<file path="config.mk">
export PLATFORM = sky130hd
export DESIGN_NAME = instr_sequencer
export DESIGN_NICKNAME = d
export VERILOG_FILES = /design/src/rtl/instr_seq_pkg.sv /design/src/rtl/instr_mem.sv /design/src/rtl/instr_sequencer.sv
export SDC_FILE = /design/constraint.sdc
export NUM_CORES = 1
export LEC_CHECK = 0
export ABC_AREA = 1
export CAP_MARGIN = 20
export CORE_MARGIN = 4
export CORE_UTILIZATION = 40
export CTS_CLUSTER_DIAMETER = 40
export DETAILED_ROUTE_END_ITERATION = 12
export PLACE_DENSITY = 0.55
export RECOVER_POWER = 50
export SLEW_MARGIN = 20
export SYNTH_ARGS = -nofsm -noshare
export SYNTH_HDL_FRONTEND = slang
export SYNTH_HIERARCHICAL = 1
export SYNTH_SLANG_ARGS = --single-unit
</file>
<file path="constraint.sdc">
create_clock -name clk -period 3.2 [get_ports clk]
set_clock_uncertainty 0.05 [all_clocks]
set_input_delay 0.64 -clock clk [delete_from_list [all_inputs] [get_ports clk]]
set_output_delay 0.64 -clock clk [all_outputs]
set_load 0.1 [all_outputs]
</file>
<file path="src/rtl/instr_seq_pkg.sv">
// Shared types and constants for the instruction sequencer.
package instr_seq_pkg;

  typedef enum logic [2:0] {
    StIdle,
    StRun,
    StStep,
    StPause,
    StDone
  } seq_state_t;

  localparam int unsigned PC_STEP = 4;

endpackage

</file>
<file path="src/rtl/instr_mem.sv">
// Program memory: one synchronous write port, one asynchronous read port. Not reset.
module instr_mem #(
  parameter int unsigned XLEN  = 32,
  parameter int unsigned DEPTH = 16,
  parameter int unsigned AW    = $clog2(DEPTH)
) (
  input  logic            clk_i,
  input  logic            wr_en_i,
  input  logic [AW-1:0]   wr_addr_i,
  input  logic [XLEN-1:0] wr_data_i,
  input  logic [AW-1:0]   rd_addr_i,
  output logic [XLEN-1:0] rd_data_o
);

  logic [XLEN-1:0] mem_q [DEPTH];

  always_ff @(posedge clk_i) begin
    if (wr_en_i) begin
      mem_q[wr_addr_i] <= wr_data_i;
    end
  end

  assign rd_data_o = mem_q[rd_addr_i];

endmodule

</file>
<file path="src/rtl/instr_sequencer.sv">
// Instruction sequencer: issues a loaded program over valid/ready with run, step,
// halt/resume and loop modes. All outputs are registered from next-state values.
module instr_sequencer #(
  parameter int unsigned XLEN  = 32,
  parameter int unsigned DEPTH = 16,
  parameter int unsigned AW    = $clog2(DEPTH)
) (
  input  logic            clk,
  input  logic            rst,
  input  logic            wr_en,
  input  logic [AW-1:0]   wr_addr,
  input  logic [XLEN-1:0] wr_data,
  input  logic [AW:0]     prog_len,
  input  logic            start,
  input  logic            step,
  input  logic            halt,
  input  logic            loop_en,
  output logic [XLEN-1:0] instr,
  output logic            instr_valid,
  input  logic            instr_ready,
  output logic [XLEN-1:0] pc,
  output logic            busy,
  output logic            done
);
  import instr_seq_pkg::*;

  localparam int unsigned LenW = AW + 1;
  localparam logic [LenW-1:0] MaxLen = LenW'(DEPTH);

  seq_state_t      state_q, state_d;
  logic [AW-1:0]   idx_q, idx_d;
  logic [LenW-1:0] len_q, len_d;
  logic            halt_q, halt_d;
  logic [XLEN-1:0] instr_q, instr_d;
  logic [XLEN-1:0] pc_q, pc_d;
  logic            valid_q, valid_d;
  logic            busy_q, busy_d;
  logic            done_q, done_d;

  logic [XLEN-1:0] rd_data;
  logic [LenW-1:0] eff_len;
  logic            xfer, last, wr_ok, launch;

  assign wr_ok = wr_en && (state_q inside {StIdle, StPause, StDone});

  // Read port follows idx_d so the next instruction lands in instr_q with no bubble.
  instr_mem #(
    .XLEN (XLEN),
    .DEPTH(DEPTH),
    .AW   (AW)
  ) u_mem (
    .clk_i    (clk),
    .wr_en_i  (wr_ok),
    .wr_addr_i(wr_addr),
    .wr_data_i(wr_data),
    .rd_addr_i(idx_d),
    .rd_data_o(rd_data)
  );

  always_comb begin
    eff_len = (prog_len > MaxLen) ? MaxLen : prog_len;
    xfer    = valid_q && instr_ready;
    last    = ({1'b0, idx_q} == (len_q - LenW'(1)));
    // A same-cycle write wins over start/step.
    launch  = (start || step) && !wr_en;

    state_d = state_q;
    idx_d   = idx_q;
    len_d   = len_q;
    halt_d  = halt_q;

    unique case (state_q)
      StIdle, StDone: begin
        if (launch && (eff_len != '0)) begin
          state_d = start ? StRun : StStep;
          idx_d   = '0;
          len_d   = eff_len;
          halt_d  = 1'b0;
        end
      end
      StPause: begin
        if (launch) begin
          state_d = start ? StRun : StStep;
          halt_d  = 1'b0;
        end
      end
      StRun, StStep: begin
        if ((state_q == StRun) && halt) begin
          halt_d = 1'b1;
        end
        if (xfer) begin
          idx_d = last ? '0 : idx_q + AW'(1);
          if (last && !loop_en) begin
            state_d = StDone;
            halt_d  = 1'b0;
          end else if ((state_q == StStep) || halt || halt_q) begin
            state_d = StPause;
            halt_d  = 1'b0;
          end
        end
      end
      default: state_d = StIdle;
    endcase

    valid_d = (state_d == StRun) || (state_d == StStep);
    busy_d  = valid_d;
    done_d  = (state_d == StDone);
    instr_d = valid_d ? rd_data : '0;
    pc_d    = valid_d ? (XLEN'(idx_d) * XLEN'(PC_STEP)) : '0;
  end

  always_ff @(posedge clk or posedge rst) begin
    if (rst) begin
      state_q <= StIdle;
      idx_q   <= '0;
      len_q   <= '0;
      halt_q  <= 1'b0;
      instr_q <= '0;
      pc_q    <= '0;
      valid_q <= 1'b0;
      busy_q  <= 1'b0;
      done_q  <= 1'b0;
    end else begin
      state_q <= state_d;
      idx_q   <= idx_d;
      len_q   <= len_d;
      halt_q  <= halt_d;
      instr_q <= instr_d;
      pc_q    <= pc_d;
      valid_q <= valid_d;
      busy_q  <= busy_d;
      done_q  <= done_d;
    end
  end

  assign instr       = instr_q;
  assign instr_valid = valid_q;
  assign pc          = pc_q;
  assign busy        = busy_q;
  assign done        = done_q;

endmodule

</file>
==> results_dict.tcl <==
set metrics [dict create \
    period_share_pct 87.51 \
    holdCritPathClass "reg2reg" \
    ir_worst_vdd_mv 0.5488 \
    fp.coreArea_um2 60580 \
    place_inst 3225 \
    cp-endpoint "instr[6]" \
    yosys_warnings 6 \
    setup_ws_ns 0.3998 \
    cts.sinks 563 \
    synth-seq-cells 563 \
    drv_cap 0 \
    startpoint "len_q[0]" \
    post_cts_buffers 0 \
    cp_max_fo 76 \
    synth_top_area_cell "edfxtp_1" \
    min-delay-start "len_q[4]" \
    finalNonFillerCells 3395 \
    cts-root-buf "clkbuf_16" \
    critPathCaptureType "flip-flop" \
    gp_congestion 0.7698 \
    vias_per_cell 4.806 \
    finalPower_mw 27.46 \
    antenna_left 0 \
    yosys.cell_types.count 30 \
    synth.avg_cell_area_um2 10.32 \
    netlist_area_um2 24550 \
    wl_per_cell_um 18.01 \
    clockBufferDepth 3 \
    grt_first_pass_wirelength_mm 94.47 \
    dpl.hpwl_mm 34.15 \
    portBuffers 87 \
    antenna_found_initial 5 \
    pre_cts_slack_ns 0.01027 \
    required_ns 3.70 \
    die_width_um 255.8 \
    num-nets-final 2585 \
    n_fill_cell 5341 \
    via_count 16316 \
    drc 0 \
    final_layout_size_suffix_gt1_share_pct 12.07 \
    finalSetupTns_ns 0 \
    syn2layout_area_growth_pct 22.30 \
    grt_pass1_vias 15870 \
    relSlewSlack_pct 16.40 \
    worstSetupPathType "reg2reg" \
    synthCells 2379 \
    tightest_slew_ns 1.254 \
    r2r_cells 20 \
    min_period_ns 2.800 \
    reg2reg_setup_slack_ns 0.40 \
    worstPathArrival_ns 3.30 \
    regToRegStartpoint "len_q[0]" \
    r2r_end "instr[6]" \
    rsz0062_at_grt "no" \
    track_usage_pct 18.49 \
    io_pins 116 \
    initial_core_util_pct 40.53 \
    outcome "finished clean" \
    die_area_um2 65410 \
    cts_max_level 3 \
    finalSetupViolCount 0 \
    ys_seq_area_share_pct 67.82 \
    hold_violations 0 \
    die_h_um 255.8 \
    max_freq_mhz 357.1 \
    drt-total-wl_mm 61.14 \
    p_leak_nw 13.04 \
    cts_tree "built" \
    drt_pass1_iterations 5 \
    critPathLaunchType "flip-flop" \
    rows 90 \
    cts_made_buffers 89 \
    clock_latency_ns 0.63 \
    cts_hold_buf 0 \
    synth.area.top_cells "edfxtp_1 (63%), nand2_1 (11%), nand3_1 (8.1%)" \
    synth_top_area_share_pct 62.62 \
    grt_max_degree 77 \
    power.density_nw_per_um2 914.6 \
    overflow 0 \
    finalMaxSlewViolations 0 \
    drtIter0Drc 976 \
    clk_pin_slew_ns 0.06 \
    cts-resized-gates 0 \
]
## how the worst min path moves through the flow
stage / end / depth (start not counted)
finish: len_q[4] / 2
floorplan: len_q[4] / 2
CTS: instr[6] / 2
global placement: len_q[4] / 2
global route: len_q[4] / 2
detailed placement: len_q[4] / 2
## through the flow
stage | utilization (%) | instance area [um^2] | hold WS, ns
final | 49.56 | 30030 | 0.5218
after global placement | 44.38 | 26890 | 0.4868
after CTS | 49.65 | 30080 | 0.3782
after detailed placement | 44.38 | 26890 | 0.4963
after floorplan | - | 24650 | 0.4565
after global routing | 49.55 | 30020 | 0.5284
## sequential cells by signal, indices dropped and copies added, names as in the netlist
name         cells
instr           32
len_q            5
busy             1
halt_q           1
state_q          3
idx_q            4
pc               4
done             1
u_mem/mem_q    512
## where the power goes
group / switching, mW / internal, mW / leakage [nW]
combinational: 6.08 / 2.72 / 6.23
sequential: 0.154 / 8.44 / 5.29
clock: 3.62 / 6.45 / 1.52
## cells in the mapped netlist (all sizes together)
| cell | instances |
|---|---|
| a21oi | 10 |
| nand4 | 3 |
| edfxtp | 512 |
| clkbuf | 14 |
| conb | 1 |
| buf | 123 |
| nand3b | 2 |
| o22ai | 2 |
| o21a | 2 |
| ha | 2 |
| nand2 | 727 |
| a22oi | 1 |
| nor2 | 65 |
| xor2 | 1 |
| a21o | 2 |
| o21ai | 7 |
| dfrtp | 51 |
| nand3 | 399 |
| inv | 455 |
## layout by cell type, fill, tap and decap left out, types with 16 or more instances in the layout
cell / Yosys / final
nand2_1: 722 / 723
edfxtp_1: 512 / 512
inv_1: 450 / 446
nand3_1: 397 / 398
clkbuf_16: 0 / 90
buf_4: 35 / 64
dfrtp_1: 51 / 51
buf_12: 1 / 50
nor2_1: 53 / 38
dlygate4sd3_1: 0 / 33
conb_1: 1 / 28
clkbuf_1: 14 / 17
nor2_4: 0 / 16
## per-layer routing
layer  GRT usage (%)  share of wire [%]  vias up  routed length [um]
met5               0              0.028        -                  17
met1           24.62                 44     7926               26840
met3           3.008                5.2       88                3160
met4           5.775                2.1        2                1294
met2           31.27                 49      391               29830
li1                -                  -     7909                   -
## critical path, stage by stage, from the launching register on
cell,delay [ns]
dfrtp_1,0.40
inv_2,0.09
ha_1,0.24
inv_1,0.07
nand2_1,0.06
nand3_1,0.07
nand2_1,0.06
nor2_1,0.05
nand2_1,0.12
nand4_1,0.15
o21ai_4,0.14
buf_12,0.33
buf_4,0.31
nand2_1,0.07
nand2_1,0.06
nand2_1,0.04
nand3_1,0.07
nand3_1,0.08
nand2_1,0.07
inv_1,0.04
nor2_2,0.10
## kinds of logic after synthesis
group	count (synthesis)	synth area share [%]
other cells	1	0.01527
xor+xnor	1	0.03568
simple gates	1196	20.61
buf+inv	592	10.86
fa+ha+maj	2	0.1019
compound gates	24	0.5503
flops	563	67.82
## area by class of cell
class / instances / area, um^2 / share of cell area [%]
clock buffer: 103 / 2361 / 7.863
timing repair buffer: 174 / 2012 / 6.701
inverter: 455 / 1718 / 5.721
multi-input combinational: 1251 / 5468 / 18.21
sequential: 563 / 16650 / 55.45
clock inverter: 64 / 830.8 / 2.767
tap: 782 / 978.4 / 3.259
antenna: 3 / 7.507 / 0.02500
(Power assumes the default switching activity.)
